<file path="config.mk">
export PLATFORM = sky130hd
export DESIGN_NAME = score_display
export DESIGN_NICKNAME = d
export VERILOG_FILES = /design/src/rtl/hockey_pkg.sv /design/src/rtl/seg7_decode.sv /design/src/rtl/score_display.sv
export SDC_FILE = /design/constraint.sdc
export NUM_CORES = 1
export LEC_CHECK = 0
export BUFFER_PORTS_ARGS = -buffer_cell sky130_fd_sc_hd__buf_2
export CELL_PAD_IN_SITES_DETAIL_PLACEMENT = 2
export CELL_PAD_IN_SITES_GLOBAL_PLACEMENT = 2
export CORE_ASPECT_RATIO = 0.9
export CORE_UTILIZATION = 37
export DETAILED_ROUTE_END_ITERATION = 7
export PLACE_DENSITY = 0.89
export REMOVE_ABC_BUFFERS = 1
export SYNTH_ARGS = -nofsm -noshare
export SYNTH_HDL_FRONTEND = slang
export SYNTH_SLANG_ARGS = --single-unit
</file>
<file path="constraint.sdc">
create_clock -name in_clk -period 3.4 [get_ports in_clk]
set_clock_uncertainty 0.1 [all_clocks]
set_input_delay 0.51 -clock in_clk [delete_from_list [all_inputs] [get_ports in_clk]]
set_output_delay 0.51 -clock in_clk [all_outputs]
set_load 0.1 [all_outputs]
</file>
<file path="src/rtl/hockey_pkg.sv">
// hockey_pkg: shared seven-segment patterns, winner codes and game state for the E-Hockey scoreboard
package hockey_pkg;
   typedef enum logic {PLAY, OVER} state_t;
   localparam logic [1:0] WIN_NONE = 2'b00;
   localparam logic [1:0] WIN_P1 = 2'b01;
   localparam logic [1:0] WIN_P2 = 2'b10;
   localparam logic [6:0] SEG_BLANK = 7'b1111111;
   function automatic logic [6:0] seg_pattern(input logic [3:0] d);
      case (d)
         4'd0: seg_pattern = 7'b1000000;
         4'd1: seg_pattern = 7'b1111001;
         4'd2: seg_pattern = 7'b0100100;
         4'd3: seg_pattern = 7'b0110000;
         4'd4: seg_pattern = 7'b0011001;
         4'd5: seg_pattern = 7'b0010010;
         4'd6: seg_pattern = 7'b0000010;
         4'd7: seg_pattern = 7'b1111000;
         4'd8: seg_pattern = 7'b0000000;
         4'd9: seg_pattern = 7'b0010000;
         default: seg_pattern = SEG_BLANK;
      endcase
   endfunction
   function automatic logic [7:0] bcd_inc(input logic [7:0] s);
      bcd_inc = (s[3:0] == 4'd9) ? {s[7:4] + 4'd1, 4'd0} : {s[7:4], s[3:0] + 4'd1};
   endfunction
   function automatic int bcd_val(input logic [7:0] s);
      bcd_val = int'(s[7:4]) * 10 + int'(s[3:0]);
   endfunction
endpackage

</file>
<file path="src/rtl/seg7_decode.sv">
// seg7_decode: BCD digit plus blank flag to active-low {g,f,e,d,c,b,a} segments
module seg7_decode
   import hockey_pkg::*;
(
   input  logic [3:0] digit,
   input  logic       blank,
   output logic [6:0] seg
);
   assign seg = blank ? SEG_BLANK : seg_pattern(digit);
endmodule

</file>
<file path="src/rtl/score_display.sv">
// score_display: BCD scoreboard with win detection and a four-digit multiplexed seven-segment scan driver
module score_display
   import hockey_pkg::*;
#(
   parameter int WIN_SCORE = 7
) (
   input  logic       in_clk,
   input  logic       reset,
   input  logic       scan_clk,
   input  logic       goal_p1,
   input  logic       goal_p2,
   input  logic       new_game,
   output logic [6:0] seg,
   output logic [3:0] an,
   output logic       dp,
   output logic [1:0] winner,
   output logic       game_over
);
   logic       s1, s2, s3;
   logic       scan_tick;
   logic [1:0] idx;
   logic [7:0] p1, p2, p1_nxt, p2_nxt;
   logic [1:0] winner_nxt;
   state_t     state, state_nxt;
   logic [3:0] digit;
   logic       blank;
   logic [6:0] dec_seg;

   assign scan_tick = s2 & ~s3;
   assign dp = 1'b1;
   assign game_over = (state == OVER);

   // scan_clk is only data here: synchronise it, step the digit index on its rising edge, register the drive
   always_ff @(posedge in_clk) begin
      if (reset) begin
         s1 <= 1'b0;
         s2 <= 1'b0;
         s3 <= 1'b0;
         idx <= 2'd0;
         an <= 4'b1110;
         seg <= 7'b1000000;
      end else begin
         s1 <= scan_clk;
         s2 <= s1;
         s3 <= s2;
         idx <= scan_tick ? idx + 2'd1 : idx;
         an <= ~(4'b0001 << idx);
         seg <= dec_seg;
      end
   end

   // index 0/1 are P2 ones/tens, 2/3 are P1 ones/tens; zero tens digits are blanked
   always_comb begin
      digit = idx[1] ? (idx[0] ? p1[7:4] : p1[3:0]) : (idx[0] ? p2[7:4] : p2[3:0]);
      blank = idx[0] & (digit == 4'd0);
   end

   seg7_decode u_dec (
      .digit(digit),
      .blank(blank),
      .seg  (dec_seg)
   );

   // game state, scores and winner registers
   always_ff @(posedge in_clk) begin
      if (reset) begin
         state <= PLAY;
         p1 <= 8'h00;
         p2 <= 8'h00;
         winner <= WIN_NONE;
      end else begin
         state <= state_nxt;
         p1 <= p1_nxt;
         p2 <= p2_nxt;
         winner <= winner_nxt;
      end
   end

   // new_game beats goals; simultaneous goals cancel; reaching WIN_SCORE ends the game
   always_comb begin
      state_nxt = state;
      p1_nxt = p1;
      p2_nxt = p2;
      winner_nxt = winner;
      if (new_game) begin
         state_nxt = PLAY;
         p1_nxt = 8'h00;
         p2_nxt = 8'h00;
         winner_nxt = WIN_NONE;
      end else if (state == PLAY && (goal_p1 ^ goal_p2)) begin
         if (goal_p1) begin
            p1_nxt = bcd_inc(p1);
            if (bcd_val(p1_nxt) == WIN_SCORE) begin
               state_nxt = OVER;
               winner_nxt = WIN_P1;
            end
         end else begin
            p2_nxt = bcd_inc(p2);
            if (bcd_val(p2_nxt) == WIN_SCORE) begin
               state_nxt = OVER;
               winner_nxt = WIN_P2;
            end
         end
      end
   end
endmodule

</file>
==> flow_summary_export.csv <==
group,metric,value,unit
route,drt_pass1_iterations,6,
cts,worst_skew_pair.late_latency,0.30,ns
die,start_util,39.28,%
power,vdd_drop_max,165.9,uV
worst_setup_path,critPathKind,"flop to flop",
job,cap_violations,0,
cts,cts_tree,"yes",
cts,cts-buffers-inserted,5,
power,sw_frac_of_total,27.50,%
cells_and_area,stdcell_count,337,
global_routing,grt_pass1_wl,10270,um
worst_setup_path,crit-reg2reg-launch,"p1[2]",
route,post_drt_via_cell_ratio,5.365,
worst_setup_path,timing.critical_path.cells,"nand4bb_4 > or3_1 > and2_2 > xnor2_1 > ha_1 > fa_1 > nor4b_2 > nand3_1 > a21oi_1 > o21ai_1 > o22ai_1",
synthesis,synth_warnings,0,
timing,final.min_clock_period,3.251,ns
cells_and_area,post_layout_net_count,300,
die,ioPinCount,21,
synthesis,synth.most_common_cell,"dfxtp_1",
timing,fin_hold_ws,0.3217,ns
power,cell_internal_pwr,0.0006862,W
place,detailedPlacementHpwl,4633,um
global_routing,grt_antenna_before_repair,0,
worst_setup_path,worst-path-max-fanout,6,
global_routing,total_routing_resource_utilization_after_global_routing,20.65,%
worst_setup_path,worst-r2r-setup-slack,0.15,ns
global_routing,grt_max_degree,19,
synthesis,synth_enable_flop_cells,0,
synthesis,synth_area_leader_cell,"dfxtp_1",
synthesis,seq_area_frac_synth,30.80,%
cells_and_area,fraction_of_the_core_area_covered_by_cells_at_the_end_of_the_flow,44.19,%
place,place_inst,329,
timing,slew_viol_final,0,
cts,h-tree-depth,2,
worst_setup_path,worstSetupStartpointType,"flop",
worst_setup_path,endpoint_kind,"flop",
route,routed_wire_length_per_instance,18.46,um
die,rows,26,
synthesis,ys_async_sr_fraction,0,%
power,pwr-share-seq,45.1,%
cts,clk_root_buffer_cell,"clkbuf_8",
worst_setup_path,critical-path-slowest-cell,"fa_1",
worst_setup_path,r2r.worst_path.cells,11,
cells_and_area,fillers,637,
timing,period_share,95.61,%
timing,worst-slew-pin-transition,0.7754,ns
power,comb_power_share,12.0,%
synthesis,post_synth_most_frequent_cells,"35 x dfxtp_1, 31 x nor2_1, 24 x ha_1",
die,die_area,6466,um^2
worst_setup_path,critical_path.startpoint,"p1[2]",
place,place.port_buffers,19,
die,chipHeight,76.39,um
cts,cts.path.max_buffers,2,
timing,setup_viol,0,
cells_and_area,layout-area-overhead-vs-synth,12.49,%
power,pd_cells,369.9,nW/um^2
cells_and_area,n_antenna_cell,0,
global_routing,first_global_vias,2006,
timing,fin_setup_tns,0,ns
global_routing,globalRouteMet3Util,4.117,%
power,clockPowerShare,42.9,%
route,wl,6220,um
global_routing,gr-max-usage-layer,"met2",
synthesis,cell_types_with_the_largest_area_share_after_synthesis,"dfxtp_1 31%, ha_1 13%, nor2_1 5.1%, xnor2_1 4.2%, fa_1 3.5%",
die,core_area,5791,um^2
worst_setup_path,critPathCapture,"winner[0]",
cts,cts_hold_repair.buffers,0,
worst_setup_path,rr_endpoint,"winner[0]",
route,dr_total_vias,1808,
power,total_switching_power,0.0002602,W
synthesis,syn-instance-count,248,
place,place.gp.congestion,0.8407,
route,antenna_left,0,
worst_setup_path,cp_slowest_stage_delay,0.47,ns
synthesis,synth.ff_latch_count,35,
synthesis,synth_ff_type,"dfxtp_1",
cts,clkTransAtPathRegs,0.08,ns
die,die_width,84.65,um
timing,achievable-frequency,307.6,MHz
worst_setup_path,worst-endpoint-required,3.52,ns
worst_setup_path,worst-endpoint-arrival,3.37,ns
global_routing,remaining_overflow_grt,0,
global_routing,globalRouteMet1Util,23.51,%
synthesis,synthesis.area_per_instance,9.172,um^2
route,drc,0,
cts,clkSinkCount,35,
synthesis,synth.top_cell.area_share,30.80,%
route,detail_route.iter0.violations,62,
outcome,run_status,"finished clean",
timing,max-slew-margin-rel,48.08,%
synthesis,post_synth_instance_area,2275,um^2
worst_hold_path,hold_path.class,"input pin to flop",
global_routing,grtUsageMet2,38.78,%
synthesis,synthDistinctLibCells,51,
power,power_leakage,1.113,nW
cells_and_area,layout-drive-gt1-share,18.35,%
timing,hold_viol_final,0,
==> layer usage <==
layer	routed length [um]	up-vias
met5	0	-
met4	73	0
met3	125	8
met2	3393	19
met1	2628	907
li1	-	874
==> worst min-delay path by stage <==
stage / cells after the start / start / end / slack (ns)
final: 2 / scan_clk / s1 / 0.32
after global routing: 2 / scan_clk / s1 / 0.33
after CTS: 2 / scan_clk / s1 / 0.32
after detailed placement: 1 / s1 / s2 / 0.34
after global placement: 1 / s1 / s2 / 0.32
after floorplan: 1 / s1 / s2 / 0.31
==> power by group through the flow <==
stage | sequential [W] | combinational, W | clock (W)
after floorplan | 0.000476 | 0.0000434 | 0
after global placement | 0.000436 | 0.000107 | 0
after detailed placement | 0.000437 | 0.000112 | 0
after CTS | 0.000427 | 0.000114 | 0.000413
after global routing | 0.000429 | 0.000121 | 0.000436
final | 0.000427 | 0.000113 | 0.000406
==> placed cells by master, fill, tap and decap left out, drive strengths merged, types with 7 or more instances in the layout <==
cell type / count
nor2: 31
nand2b: 7
dfxtp: 35
nand3: 8
nand2: 14
xnor2: 11
ha: 24
a21oi: 16
buf: 25
xor2: 7
inv: 17
==> worst max-delay path, delay by kind of cell, from the launching register on <==
| kind | cells | cell delay [ns] |
|---|---|---|
| flip-flops | 1 | 0.38 |
| adder cells (fa/ha/maj) | 2 | 0.70 |
| XOR/XNOR | 1 | 0.13 |
| AND/OR/NAND/NOR | 5 | 1.32 |
| AO/OA/AOI/OAI | 3 | 0.53 |
==> layout make-up <==
cell class	count	area (um^2)	share of cell area (%)
clock buffer	6	82.58	3.227
multi-input combinational	182	1448	56.58
inverter	17	63.81	2.494
sequential	35	701.9	27.43
tap	70	87.58	3.423
timing repair buffer	25	140.1	5.477
clock inverter	2	35.03	1.369
==> timing repair <==
action                                  CTS  global route
endpoints found under the setup margin    2             2
endpoints found under the hold margin     0             0
gates cloned                              0             0
buffers inserted                          0             0
gates resized for setup                   1             3
==> stage by stage <==
step / cell area [um^2] / setup slack [ns] / total power, W
after floorplan: 2190 / 0.3139 / 0.0005190
after global placement: 2417 / 0.2179 / 0.0005429
after detailed placement: 2417 / 0.04198 / 0.0005490
after CTS: 2536 / 0.06780 / 0.0009539
after global routing: 2559 / -0.001509 / 0.0009856
final: 2559 / 0.1493 / 0.0009464
==> logic make-up after synthesis <==
group | after synthesis | share of synthesized area, %
other | 1 | 0.1649
and+or+nand+nor | 86 | 20.41
xor gates and xnor gates | 18 | 6.931
muxes | 12 | 7.811
DFF | 35 | 30.80
buffers and inverters | 31 | 6.546
adders and majority gates | 28 | 16.72
AOI/OAI and AO/OA | 37 | 10.62
==> flip-flops by register name (all words and copies together), names as in the netlist <==
register	flops
winner	2
game_over	1
p1	8
s2	1
an	4
p2	8
seg	7
s1	1
idx	2
s3	1
No activity file was read; power rests on OpenSTA's default activity.
